`config.mk`:
```
export PLATFORM = sky130hd
export DESIGN_NAME = fir_axil_cfg
export DESIGN_NICKNAME = d
export VERILOG_FILES = /design/src/rtl/fir_cfg_pkg.sv /design/src/rtl/axil_hold_reg.sv /design/src/rtl/fir_axil_cfg.sv
export SDC_FILE = /design/constraint.sdc
export NUM_CORES = 1
export LEC_CHECK = 0
export CAP_MARGIN = 0
export CORE_MARGIN = 2
export CORE_UTILIZATION = 25
export CTS_BUF_LIST = sky130_fd_sc_hd__clkbuf_8
export CTS_CLUSTER_DIAMETER = 80
export DETAILED_ROUTE_END_ITERATION = 10
export GPL_ROUTABILITY_DRIVEN = 0
export PLACE_DENSITY = 0.47
export SLEW_MARGIN = 5
export SYNTH_ARGS = -nofsm -noshare
export SYNTH_HDL_FRONTEND = slang
export SYNTH_SLANG_ARGS = --single-unit
```
`constraint.sdc`:
```
create_clock -name axis_clk -period 5 [get_ports axis_clk]
set_clock_uncertainty 0.15 [all_clocks]
set_input_delay 0.75 -clock axis_clk [delete_from_list [all_inputs] [get_ports axis_clk]]
set_output_delay 0.75 -clock axis_clk [all_outputs]
set_load 0.03 [all_outputs]
```
`src/rtl/fir_cfg_pkg.sv`:
```
// Shared constants, FSM encodings and address decode for the FIR AXI4-Lite config slave.
package fir_cfg_pkg;
  localparam logic [31:0] ADDR_AP_CTRL  = 32'h0000_0000;
  localparam logic [31:0] ADDR_DATA_LEN = 32'h0000_0010;
  localparam logic [31:0] ADDR_TAP_BASE = 32'h0000_0040;

  localparam int AP_START = 0;
  localparam int AP_DONE  = 1;
  localparam int AP_IDLE  = 2;

  localparam logic [1:0] RESP_OKAY   = 2'b00;
  localparam logic [1:0] RESP_SLVERR = 2'b10;

  typedef enum logic [1:0] {W_IDLE = 2'd0, W_EXEC = 2'd1, W_RESP = 2'd2} w_state_e;
  typedef enum logic [1:0] {R_IDLE = 2'd0, R_ISSUE = 2'd1, R_DATA = 2'd2} r_state_e;

  typedef struct packed {
    logic       ctrl;
    logic       dlen;
    logic       tap;
    logic [3:0] idx;
  } addr_dec_t;

  // Tap slots must be word aligned; unaligned tap-window addresses decode as unmapped.
  function automatic addr_dec_t decode(input logic [31:0] a, input int unsigned ntap);
    logic [31:0] off;
    addr_dec_t   d;
    off    = a - ADDR_TAP_BASE;
    d.ctrl = (a == ADDR_AP_CTRL);
    d.dlen = (a == ADDR_DATA_LEN);
    d.tap  = (a >= ADDR_TAP_BASE) && (off[1:0] == 2'b00) && ({2'b00, off[31:2]} < ntap);
    d.idx  = off[5:2];
    return d;
  endfunction
endpackage

```
`src/rtl/axil_hold_reg.sv`:
```
// One-entry holding register for an AXI-Lite channel, cleared when the transaction retires.
module axil_hold_reg #(
  parameter int W = 8
) (
  input  logic         clk_i,
  input  logic         rst_i,
  input  logic         en_i,
  input  logic         clr_i,
  input  logic         valid_i,
  input  logic [W-1:0] data_i,
  output logic         ready_o,
  output logic         full_o,
  output logic [W-1:0] data_o
);
  logic         full_q;
  logic [W-1:0] data_q;

  assign ready_o = en_i && !full_q;
  assign full_o  = full_q;
  assign data_o  = data_q;

  always_ff @(posedge clk_i or posedge rst_i) begin
    if (rst_i) begin
      full_q <= 1'b0;
      data_q <= '0;
    end else if (clr_i) begin
      full_q <= 1'b0;
    end else if (valid_i && ready_o) begin
      full_q <= 1'b1;
      data_q <= data_i;
    end
  end
endmodule

```
`src/rtl/fir_axil_cfg.sv`:
```
// AXI4-Lite config slave for the FIR engine: ap_ctrl, data_length and guarded tap RAM access.
module fir_axil_cfg
  import fir_cfg_pkg::*;
#(
  parameter int pADDR_WIDTH = 12,
  parameter int pDATA_WIDTH = 32,
  parameter int pTAP_NUM    = 11
) (
  input  logic                     axis_clk,
  input  logic                     axis_rst,
  input  logic [pADDR_WIDTH-1:0]   awaddr,
  input  logic                     awvalid,
  output logic                     awready,
  input  logic [pDATA_WIDTH-1:0]   wdata,
  input  logic [pDATA_WIDTH/8-1:0] wstrb,
  input  logic                     wvalid,
  output logic                     wready,
  output logic [1:0]               bresp,
  output logic                     bvalid,
  input  logic                     bready,
  input  logic [pADDR_WIDTH-1:0]   araddr,
  input  logic                     arvalid,
  output logic                     arready,
  output logic [pDATA_WIDTH-1:0]   rdata,
  output logic [1:0]               rresp,
  output logic                     rvalid,
  input  logic                     rready,
  output logic [3:0]               tap_WE,
  output logic                     tap_EN,
  output logic [pDATA_WIDTH-1:0]   tap_Di,
  output logic [pADDR_WIDTH-1:0]   tap_A,
  input  logic [pDATA_WIDTH-1:0]   tap_Do,
  output logic                     ap_start_o,
  input  logic                     eng_done_i,
  output logic [pDATA_WIDTH-1:0]   data_length_o
);
  localparam int STRB_W = pDATA_WIDTH / 8;

  w_state_e w_state_q, w_state_d;
  r_state_e r_state_q, r_state_d;

  logic                   live_q, hold_en, hold_clr;
  logic                   aw_full, w_full;
  logic [pADDR_WIDTH-1:0] aw_q, ar_addr_q;
  logic [pDATA_WIDTH+STRB_W-1:0] w_q;
  logic [pDATA_WIDTH-1:0] w_data, dlen_q, rdata_q, r_val;
  logic [STRB_W-1:0]      w_strb;
  logic [1:0]             bresp_q, rresp_q;
  logic                   r_live_q, ap_start_q, ap_done_q, ap_idle_q;
  addr_dec_t              wdec, rdec;
  logic                   w_exec, w_err, w_tap_go, start_go;
  logic                   r_issue, r_stall, r_err, r_tap_go;

  axil_hold_reg #(.W(pADDR_WIDTH)) u_aw_hold (
    .clk_i(axis_clk), .rst_i(axis_rst), .en_i(hold_en), .clr_i(hold_clr),
    .valid_i(awvalid), .data_i(awaddr), .ready_o(awready), .full_o(aw_full), .data_o(aw_q)
  );

  axil_hold_reg #(.W(pDATA_WIDTH + STRB_W)) u_w_hold (
    .clk_i(axis_clk), .rst_i(axis_rst), .en_i(hold_en), .clr_i(hold_clr),
    .valid_i(wvalid), .data_i({wstrb, wdata}), .ready_o(wready), .full_o(w_full), .data_o(w_q)
  );

  assign w_data = w_q[pDATA_WIDTH-1:0];
  assign w_strb = w_q[pDATA_WIDTH +: STRB_W];
  assign wdec   = decode(32'(aw_q), pTAP_NUM);
  assign rdec   = decode(32'(ar_addr_q), pTAP_NUM);

  assign w_exec   = (w_state_q == W_EXEC);
  assign w_tap_go = w_exec && wdec.tap && ap_idle_q;
  assign w_err    = !(wdec.ctrl || wdec.dlen || wdec.tap) || (wdec.tap && !ap_idle_q);
  assign start_go = w_exec && wdec.ctrl && w_strb[0] && w_data[0] && ap_idle_q;

  // Single-ported tap RAM: a same-cycle tap write takes the port, the read retries next cycle.
  assign r_issue  = (r_state_q == R_ISSUE);
  assign r_stall  = r_issue && rdec.tap && w_tap_go;
  assign r_err    = !(rdec.ctrl || rdec.dlen || rdec.tap) || (rdec.tap && !ap_idle_q);
  assign r_tap_go = r_issue && !r_stall && rdec.tap && ap_idle_q;

  always_comb begin
    r_val = '0;
    if (rdec.ctrl) begin
      r_val[AP_START] = ap_start_q;
      r_val[AP_DONE]  = ap_done_q;
      r_val[AP_IDLE]  = ap_idle_q;
    end else if (rdec.dlen) begin
      r_val = dlen_q;
    end
  end

  always_ff @(posedge axis_clk or posedge axis_rst) begin
    if (axis_rst) begin
      w_state_q <= W_IDLE;
      r_state_q <= R_IDLE;
    end else begin
      w_state_q <= w_state_d;
      r_state_q <= r_state_d;
    end
  end

  // Enter W_EXEC on the edge the second channel handshakes, so the write lands at T+1.
  always_comb begin
    w_state_d = w_state_q;
    case (w_state_q)
      W_IDLE: if ((aw_full || (awvalid && awready)) && (w_full || (wvalid && wready)))
                w_state_d = W_EXEC;
      W_EXEC: w_state_d = W_RESP;
      W_RESP: if (bready) w_state_d = W_IDLE;
      default: w_state_d = W_IDLE;
    endcase
  end

  always_comb begin
    r_state_d = r_state_q;
    case (r_state_q)
      R_IDLE:  if (arvalid && arready) r_state_d = R_ISSUE;
      R_ISSUE: if (!r_stall) r_state_d = R_DATA;
      R_DATA:  if (rready) r_state_d = R_IDLE;
      default: r_state_d = R_IDLE;
    endcase
  end

  always_comb begin
    hold_en  = live_q && (w_state_q == W_IDLE);
    hold_clr = (w_state_q == W_RESP) && bready;
    bvalid   = (w_state_q == W_RESP);
    arready  = live_q && (r_state_q == R_IDLE);
    rvalid   = (r_state_q == R_DATA);
    tap_EN   = w_tap_go || r_tap_go;
    tap_WE   = w_tap_go ? w_strb : 4'b0000;
    tap_Di   = w_tap_go ? w_data : '0;
    tap_A    = w_tap_go ? pADDR_WIDTH'({wdec.idx, 2'b00}) :
               r_tap_go ? pADDR_WIDTH'({rdec.idx, 2'b00}) : '0;
  end

  assign bresp         = bresp_q;
  assign rresp         = rresp_q;
  assign rdata         = r_live_q ? tap_Do : rdata_q;
  assign ap_start_o    = ap_start_q;
  assign data_length_o = dlen_q;

  always_ff @(posedge axis_clk or posedge axis_rst) begin
    if (axis_rst) begin
      live_q     <= 1'b0;
      ar_addr_q  <= '0;
      bresp_q    <= RESP_OKAY;
      rresp_q    <= RESP_OKAY;
      rdata_q    <= '0;
      r_live_q   <= 1'b0;
      dlen_q     <= '0;
      ap_start_q <= 1'b0;
      ap_done_q  <= 1'b0;
      ap_idle_q  <= 1'b1;
    end else begin
      live_q     <= 1'b1;
      ap_start_q <= start_go;
      if (arvalid && arready) ar_addr_q <= araddr;
      if (w_exec) begin
        bresp_q <= w_err ? RESP_SLVERR : RESP_OKAY;
        if (wdec.dlen)
          for (int b = 0; b < STRB_W; b++)
            if (w_strb[b]) dlen_q[8*b +: 8] <= w_data[8*b +: 8];
      end
      // Tap data is live for one cycle only; capture it so rdata holds under back-pressure.
      if (r_issue && !r_stall) begin
        rresp_q  <= r_err ? RESP_SLVERR : RESP_OKAY;
        rdata_q  <= r_err ? '0 : r_val;
        r_live_q <= r_tap_go;
      end else if (rvalid && r_live_q) begin
        rdata_q  <= tap_Do;
        r_live_q <= 1'b0;
      end
      if (start_go) ap_idle_q <= 1'b0;
      if (eng_done_i) begin
        ap_done_q <= 1'b1;
        ap_idle_q <= 1'b1;
      end else if (rvalid && rready && rdec.ctrl) begin
        ap_done_q <= 1'b0;
      end
    end
  end
endmodule

```
==> metrics, run 1 <==
status finished clean; worst hold-check path type flop to flop; Crit-path slowest cell clkdlybuf4s50_1; Buf+Inv Stages, Crit Path 1; Critical Path Start Type flop; share of post-route cells with drive strength above 1 17.3%; PortBufs 212; Avg WL per Cell ~18 um; first-pass GRT wire length between 30000 and 40000 um; # setup viols final 0; critical path depth 5; post-route minimum period a little over 4 ns; Hold Crit Start u_w_hold.data_o[6]$_DFFE_PP0P_; slew margin rel. a little under a quarter; Starting Density between 20 and 30%; final wirelength 21200 um; Filler cells around 2800; Die Y 169 um; Worst Hold End data_length_o[6]$_DFFE_PP0P_; H-tree levels 4; Sum Neg Setup Slack 0 ns; worst r2r dst rdata_q[28]$_DFFE_PP0P_; Via Count around 5500; Post-synth EDFFs 0; Finished Cell Area ~9600 sq um; Fin. Hold Viols 0; I/O pins 223; FF-to-FF Start u_aw_hold.data_o[9]$_DFFE_PP0P_; Post-CTS Setup Inserts 0; RSZ-0062 raised after global routing no; Leak 3.94 nW; ys async rst share 100%; DR pass1 iterations 4; Max Cap Violations 0; synth unique cells 44; die area around 29000 sq um; Slew Viols, Final 0; CP max stage delay about 0.74 ns; Peak supply drop around 170 uV; Yosys reg bits 137; synth warn 0; PnR Total Power between 3 and 4 mW; DRC errors left 0; R2R Setup Slk 2.05 ns; crit path DAT between 3 and 4 ns; HPWL Detailed ~14000 um; clock latency on the worst-skew pair ~0.46 ns; Finished Layout Cells roughly 1200; synthesized area 6830 sq um; post-route setup slack roughly 0.97 ns; dpl cell area ~9300 sq um; Setup crit end kind output port; Post-CTS Resized 0; total grt overflow 0; Core Rows 60; data required time at the worst endpoint ~4.1 ns; CTS tree done; Num CTS Buffers 17; CTS Hold Buffers Added 0; Via density ~4.6; Mean Syn Cell Area between 10 and 15 sq um; Largest delay share family, worst path compound AO/OA/AOI/OAI gates; DP Cell Count ~1200; antenna violations before repair 0; Routed Antenna Nets 0; vias in the first global route 5572; clock root cell clkbuf_8; cell count after synthesis approximately 640; DR iter-0 viols 375; Tcrit/Tclk final between 80% and 90%; Total Nets Final around 930; core area ~27000 sq um; DP Worst Slack ~1.5 ns; measured slew at the worst slew-check pin 1.14 ns; max frequency ~250 MHz; PD cells 328 nW/um^2; Critical Path Fanout Max 4; critical path, cell by cell or4_1 -> a2111oi_2 -> nand2_1 -> o31ai_1 -> clkdlybuf4s50_1; Worst-path clk slew ~0.1 ns; Die X around 170 um; Setup CP Type flop to output port; R2R depth 5; CTS Sinks approximately 140; clock tree buffer depth 2; GRT Overall Usage between 10 and 15%; hold depth 1; P&R area growth vs syn 41.2%; commonest register cell after synthesis dfrtp_1; Seq/Total Area, Yosys 50.2%; largest net degree at the start of global routing 78
[worst register-to-register path: stages, from the launching register on]
cell and delay, ns:
dfrtp_1 0.39, or4_4 0.58, a2111oi_4 0.31, buf_4 0.35, and3_2 0.81, a221o_1 0.29
[layout make-up]
type                       instances  area (sq um)  share of cell area, %
tap                              341           427                   4.43
clock buffer                      17           234                   2.43
sequential                       137          3430                   35.6
clock inverter                    15           146                   1.52
antenna                            1          2.50                 0.0260
multi-input combinational        417          3080                   32.0
inverter                          38           148                   1.53
timing repair buffer             218          2170                   22.5
[worst max path at each step]
stage | startpoint | end
after floorplan | axis_rst | ap_done_q$_DFFE_PP0P_
after global placement | ar_addr_q[8]$_DFFE_PP0P_ | tap_A[4]
after detailed placement | ar_addr_q[8]$_DFFE_PP0P_ | tap_A[4]
after CTS | ar_addr_q[8]$_DFFE_PP0P_ | tap_A[4]
after global routing | ar_addr_q[8]$_DFFE_PP0P_ | tap_A[4]
final | ar_addr_q[9]$_DFFE_PP0P_ | tap_A[4]
[layer usage]
layer / up-vias / wire [um] / global-route usage [%] / share of wire (%)
met4: 0 / 124 / 3.16 / 0.58
li1: 2622 / - / - / -
met5: - / 0 / 0 / 0
met1: 2671 / 10100 / 20.3 / 48
met2: 151 / 9880 / 23.8 / 47
met3: 10 / 1110 / 4.36 / 5.2
[cells in the final DEF (no fill, tap or decap), types with 3 or more instances in the layout]
cell type and n:
clkdlybuf4s50_1 212, dfrtp_1 133, mux2_2 89, nand2_1 76, o21ai_0 71, and2_1 38, inv_1 37, a22o_1 32
a221o_1 29, clkbuf_8 17, conb_1 11, inv_6 8, a21oi_1 6, nor2_1 6, buf_4 6, nand2b_1 5
a21o_1 4, nand3_4 4, nand4_1 4, inv_8 4, nor4_1 3, mux2i_1 3, a211o_1 3, dfrtp_2 3
[per-stage QoR]
stage | hold slack [ns] | util (%)
2_1_floorplan | 0.316 | -
3_3_place_gp | 0.341 | 34.5
3_5_place_dp | 0.348 | 34.5
4_1_cts | 0.372 | 35.9
5_1_grt | 0.387 | 35.9
6_report | 0.368 | 35.9
[logic make-up (layout without fill, tap and decap cells)]
group / Yosys count / in the layout / share of synthesized area, %
compound gates: 155 / 155 / 16.1
buf+inv: 91 / 288 / 5.62
flops: 137 / 137 / 50.2
mux: 94 / 94 / 15.4
other cells: 2 / 12 / 0.110
simple gates: 157 / 157 / 12.5
[registers in the layout (all words and copies together) (netlist names)]
register and count:
u_w_hold.data_o 36, data_length_o 32, rdata_q 32, ar_addr_q 12
u_aw_hold.data_o 12, r_state_q 2, w_state_q 2, ap_done_q 1
ap_idle_q 1, ap_start_o 1, bresp 1, live_q 1
r_live_q 1, rresp 1, u_aw_hold.full_o 1, u_w_hold.full_o 1
[synthesized netlist by cell type, types with 3 or more instances]
library cell  number  area, sq um
inv_1             38          143
nand4_1            4         25.0
nor2_1             7         26.3
nor4_1             3         18.8
nand3_4            4         70.1
a22o_1            32          280
nand2_1           77          289
and2_1            38          238
mux2_2            89         1000
dfrtp_1          136         3400
a21oi_1            7         35.0
clkbuf_1          38          143
nand2b_1           5         31.3
buf_2              4         20.0
a221o_1           29          290
mux2i_1            3         30.0
a21o_1             4         30.0
buf_4             10         75.1
a211o_1            3         26.3
o21ai_0           71          355
[power by group]
group	internal, mW	leakage [nW]	switching (mW)
Sequential	1.36	1.76	0.230
Clock	0.372	0.189	0.541
Combinational	0.363	1.99	0.295
Total	2.09	3.94	1.07
No activity file was read; power rests on OpenSTA's default activity.
==> run 2, diff against run 1 <==
==> constraint.sdc (replaced) <==
create_clock -name axis_clk -period 4.05 [get_ports axis_clk]
set_clock_uncertainty 0.15 [all_clocks]
set_input_delay 0.6075 -clock axis_clk [delete_from_list [all_inputs] [get_ports axis_clk]]
set_output_delay 0.6075 -clock axis_clk [all_outputs]
set_load 0.03 [all_outputs]
==> metrics, run 2 (synthesis results as in run 1) <==
status finished clean; met1 Use GR 20.8% (+0.50 points); n_diodes 0 (-1); grt met3 use 4.17% (-0.19 points); critical path, cell by cell or4b_2 -> a211oi_1 -> nand4_1 -> o21ai_0 -> clkdlybuf4s50_1; Core Util, Final 36.1% (+0.25 points); Via Count 5442 (-0.22%); Die X 169 um (unchanged); CTS tree done; Critical Path Start Type flop; commonest cells after routing, fill and taps aside clkdlybuf4s50_1, dfrtp_1, mux2_2; data required time at the worst endpoint 3.29 ns (-0.81 ns); crit path DAT 3.05 ns (-0.08 ns); Setup crit end kind output port; RSZ-0062 raised after global routing no; Hold Crit Start u_w_hold.data_o[7]$_DFFE_PP0P_; core area 26900 sq um (unchanged); Die Y 169 um (unchanged); worst hold-check path type flop to flop; P&R area growth vs syn 42.2%; PortBufs 212 (unchanged); Avg WL per Cell 18.1 um (+1.0%); Crit-path slowest cell or4b_2; Num CTS Buffers 17 (unchanged); GRT busiest layer met2; commonest non-fill, non-tap cell in the layout clkdlybuf4s50_1; largest net degree at the start of global routing 75 (-3.8%); Leak 3.96 nW (+0.74%); Total Nets Final 932 (+0.32%); hold depth 1 (unchanged); DRC errors left 0 (unchanged); share of post-route cells with drive strength above 1 17.6% (+0.29 points); clock root cell clkbuf_8; grt met2 use 23.6% (-0.23 points); first-pass GRT wire length 33600 um (+1.5%); clock tree buffer depth 2 (unchanged); PD cells 410 nW/um^2 (+25%); DR pass1 iterations 4 (unchanged); clock latency on the worst-skew pair 0.45 ns (about the same); Max Cap Violations 0 (unchanged); FF-to-FF Start u_aw_hold.data_o[9]$_DFFE_PP0P_; Starting Density 25.4% (unchanged); CP max stage delay 0.69 ns (-0.05 ns); worst r2r dst rdata_q[30]$_DFFE_PP0P_; Fin. Hold Viols 0 (unchanged); final wirelength 21500 um (+1.2%); R2R Setup Slk 1.11 ns (-0.94 ns); Tcrit/Tclk final between 90% and 100%; WHS 0.369 ns (+0.00122 ns); Peak supply drop 222 uV (+34%); die area 28700 sq um (unchanged); Setup CP Type flop to output port; H-tree levels 4 (unchanged); Slew Viols, Final 0 (unchanged); # setup viols final 0 (unchanged); Core Rows 60 (unchanged); I/O pins 223 (unchanged); HPWL Detailed 14600 um (+1.1%); Routed Antenna Nets 0 (unchanged); Buf+Inv Stages, Crit Path 1 (unchanged); Setup crit start ar_addr_q[0]$_DFFE_PP0P_; DP Cell Count 1154 (+0.26%); max FFs per register 36 (unchanged); Worst Hold End data_length_o[7]$_DFFE_PP0P_; Worst-path clk slew 0.10 ns (about the same); total grt overflow 0 (unchanged); post-route minimum period between 3 and 4 ns; Finished Layout Cells 1186 (+0.17%); Via density 4.59 (-0.39%); GRT Overall Usage 15.2% (+0.25 points); Post-CTS Setup Inserts 0 (unchanged); Critical Path Fanout Max 4 (unchanged); CTS Sinks 137 (unchanged); Sum Neg Setup Slack 0 ns (unchanged); antenna violations before repair 0 (unchanged); slew margin rel. 27.8% (+4.0 points); critical path depth 5 (unchanged); measured slew at the worst slew-check pin 1.08 ns (-0.0617 ns); R2R depth 5 (unchanged); vias in the first global route 5646 (+1.3%); DR iter-0 viols 284 (-24%); PnR Total Power 3.98 mW (+26%); max frequency 263 MHz; Largest delay share family, worst path simple AND/OR/NAND/NOR gates
==> run 2: cell count changes in the layout (fill, tap and decap cells not counted), sizes merged <==
cell      previous run  this run
buf                  6         9
bufinv               0         1
clkinv               2         1
clkinvlp             2         3
diode                1         0
inv                 49        48
==> run 2: worst max path at each step <==
stage,slack (ns),endpoint
4_1_cts,0.14,tap_A[4]
3_5_place_dp,0.68,tap_A[4]
5_1_grt,0.07,tap_A[4]
6_report,0.24,tap_A[2]
2_1_floorplan,1.07,tap_A[4]
3_3_place_gp,0.75,tap_A[4]
==> run 2: cell type report <==
class | count | area [sq um]
sequential | 137 | 3430
fill | 2726 | 17200
tap | 341 | 427
inverter | 38 | 146
timing repair buffer | 221 | 2200
multi-input combinational | 417 | 3100
clock buffer | 17 | 234
clock inverter | 15 | 170
==> run 2: routing by layer <==
metal	vias to the layer above	share of wire (%)	wire length (um)
met5	-	0	0
met2	170	45	9610
met4	0	1.5	327
li1	2633	-	-
met3	18	6.7	1440
met1	2621	47	10100
==> run 2: per-stage QoR <==
| step | cell area [sq um] | setup WS (ns) |
|---|---|---|
| after floorplan | 6870 | 1.07 |
| after global placement | 9290 | 0.745 |
| after detailed placement | 9290 | 0.680 |
| after CTS | 9700 | 0.144 |
| after global routing | 9710 | 0.0722 |
| final | 9710 | 0.244 |
==> run 2: timing repair <==
action	in CTS	in global routing
gates resized for setup	0	1
endpoints found under the setup margin	0	1
hold buffers	0	0
==> run 2: where the power goes <==
group | internal (mW) | switching [mW] | total [mW]
clock | 0.525 | 0.666 | 1.19
combinational | 0.457 | 0.383 | 0.840
sequential | 1.68 | 0.273 | 1.95
total | 2.66 | 1.32 | 3.98
==> run 3, diff against run 2 <==
--- a/config.mk
+++ b/config.mk
@@ -13,6 +13,7 @@
 export DETAILED_ROUTE_END_ITERATION = 10
 export GPL_ROUTABILITY_DRIVEN = 0
 export PLACE_DENSITY = 0.47
+export SKIP_LAST_GASP = 1
 export SLEW_MARGIN = 5
 export SYNTH_ARGS = -nofsm -noshare
 export SYNTH_HDL_FRONTEND = slang
==> constraint.sdc (replaced) <==
create_clock -name axis_clk -period 4.8 [get_ports axis_clk]
set_clock_uncertainty 0.15 [all_clocks]
set_input_delay 0.72 -clock axis_clk [delete_from_list [all_inputs] [get_ports axis_clk]]
set_output_delay 0.72 -clock axis_clk [all_outputs]
set_load 0.03 [all_outputs]
==> metrics, run 3 (synthesis results as in run 1) <==
status finished clean; max frequency around 250 MHz; Setup crit end kind output port; dpl cell area 9270 sq um (-0.23%); DRC errors left 0 (unchanged); clock root cell clkbuf_8; worst hold-check path type flop to flop; Finished Cell Area 9660 sq um (-0.53%); HPWL Detailed 14500 um (about the same); max FFs per register 36 (unchanged); Psw 1.09 mW (-18%); measured slew at the worst slew-check pin 1.07 ns (-0.00851 ns); Crit-path slowest cell or4b_2; CTS Sinks 137 (unchanged); commonest non-fill, non-tap cell in the layout clkdlybuf4s50_1; Clock power frac 29.4% (-0.5 points); PD cells 343 nW/um^2 (-16%); GRT Overall Usage 15.0% (-0.22 points); Net Sw Frac 32.8% (-0.39 points); clock latency on the worst-skew pair 0.44 ns (about the same); vias in the first global route 5589 (-1.0%); Filler cells 2730 (+0.15%); Seq pwr share 50.2% (+1.2 points); DP Cell Count 1151 (-0.26%); Critical Path Fanout Max 4 (unchanged); Tcrit/Tclk final slightly above 80%; PortBufs 212 (unchanged); slew margin rel. 28.3% (+0.47 points); Max Cap Violations 0 (unchanged); I/O pins 223 (unchanged); Leak 3.94 nW (-0.58%); Post-CTS Setup Inserts 0 (unchanged); Pint 2.22 mW (-16%); WHS 0.371 ns (+0.00163 ns); Num CTS Buffers 17 (unchanged); # setup viols final 0 (unchanged); Fin. Hold Viols 0 (unchanged); Die Y 169 um (unchanged); DR pass1 iterations 4 (unchanged); Total Nets Final 929 (-0.32%); post-route setup slack 0.837 ns (+0.593 ns); Peak supply drop 221 uV (-0.73%); Post-CTS Resized 0 (unchanged); CTS Hold Buffers Added 0 (unchanged); post-route minimum period just under 4 ns; CP max stage delay 0.69 ns (about the same); antenna violations before repair 0 (unchanged); share of post-route cells with drive strength above 1 17.3% (-0.29 points); CTS tree done; clock tree buffer depth 2 (unchanged); Via density 4.64 (+1.2%); Avg WL per Cell 18.0 um (-0.75%); first-pass GRT wire length 33100 um (-1.4%); Core Util, Final 35.9% (-0.19 points); core area 26900 sq um (unchanged); Starting Density 25.4% (unchanged); final wirelength 21200 um (-1.0%); largest net degree at the start of global routing 75 (unchanged); die area 28700 sq um (unchanged); H-tree levels 4 (unchanged); DP Worst Slack 1.33 ns (+0.647 ns); Sum Neg Setup Slack 0 ns (unchanged); total grt overflow 0 (unchanged); RSZ-0062 raised after global routing no; Worst-path clk slew 0.09 ns (about the same); Core Rows 60 (unchanged); crit path DAT 3.09 ns (+0.04 ns); Critical Path Start Type flop; Slew Viols, Final 0 (unchanged); n_diodes 0 (unchanged); Buf+Inv Stages, Crit Path 1 (unchanged); Logic pwr share 20.4% (-0.7 points); data required time at the worst endpoint 3.93 ns (+0.64 ns); Largest delay share family, worst path simple AND/OR/NAND/NOR gates; DR iter-0 viols 265 (-6.7%); critical path, cell by cell or4b_2 -> a211oi_1 -> nand4_1 -> o21ai_0 -> clkdlybuf4s50_1; Routed Antenna Nets 0 (unchanged); Via Count 5492 (+0.92%); PnR Total Power 3.31 mW (-17%); P&R area growth vs syn 41.4%; Finished Layout Cells 1183 (-0.25%); Die X 169 um (unchanged); commonest cells after routing, fill and taps aside clkdlybuf4s50_1, dfrtp_1, mux2_2; Setup CP Type flop to output port
## run 3: cell count changes in the layout (fill, tap and decap cells not counted)
| cell | change |
|---|---|
| inv_8 | -5 |
| a2111oi_4 | -1 |
| a2111oi_2 | +1 |
| buf_4 | -3 |
| clkinv_2 | +1 |
| inv_6 | +5 |
| clkinv_4 | -1 |
## run 3: layout make-up
class | count | area [sq um] | area share (%)
inverter | 38 | 148 | 1.53
clock buffer | 17 | 234 | 2.42
tap | 341 | 427 | 4.42
multi-input combinational | 417 | 3080 | 31.9
timing repair buffer | 218 | 2180 | 22.6
clock inverter | 15 | 153 | 1.58
sequential | 137 | 3430 | 35.5
## run 3: per-layer routing
layer	wire [um]	GRT usage (%)
met1	9860	20.1
met4	103	2.90
met2	10000	24.3
met5	0	0
met3	1230	4.27
## run 3: tightest hold or removal path: cells and delay by family, from the launching register on
kind	cells	cell delay, ns
AND/OR/NAND/NOR	1	0.06
flip-flops	1	0.35
AO/OA/AOI/OAI	1	0.08
## run 3: final timing paths
kind | to | slack (ns) | start | depth (start not counted)
setup / recovery | tap_A[3] | 0.84 | ar_addr_q[0]$_DFFE_PP0P_ | 5
hold / removal | ap_done_q$_DFFE_PP0P_ | 0.37 | ap_done_q$_DFFE_PP0P_ | 2
setup reg to reg | rdata_q[28]$_DFFE_PP0P_ | 1.89 | u_aw_hold.data_o[9]$_DFFE_PP0P_ | 5
hold reg to reg | ap_done_q$_DFFE_PP0P_ | 0.37 | ap_done_q$_DFFE_PP0P_ | 2
max in group asynchronous | data_length_o[18]$_DFFE_PP0P_ | 3.04 | axis_rst | 3
min in group asynchronous | u_w_hold.data_o[7]$_DFFE_PP0P_ | 0.61 | axis_rst | 2
## run 3: power groups by stage
stage | Sequential (mW) | Combinational, mW | Clock, mW
floorplan | 1.59 | 0.487 | 0
CTS | 1.67 | 0.690 | 1.03
global route | 1.72 | 0.737 | 1.07
detailed placement | 1.69 | 0.686 | 0
finish | 1.66 | 0.677 | 0.972
global placement | 1.69 | 0.681 | 0
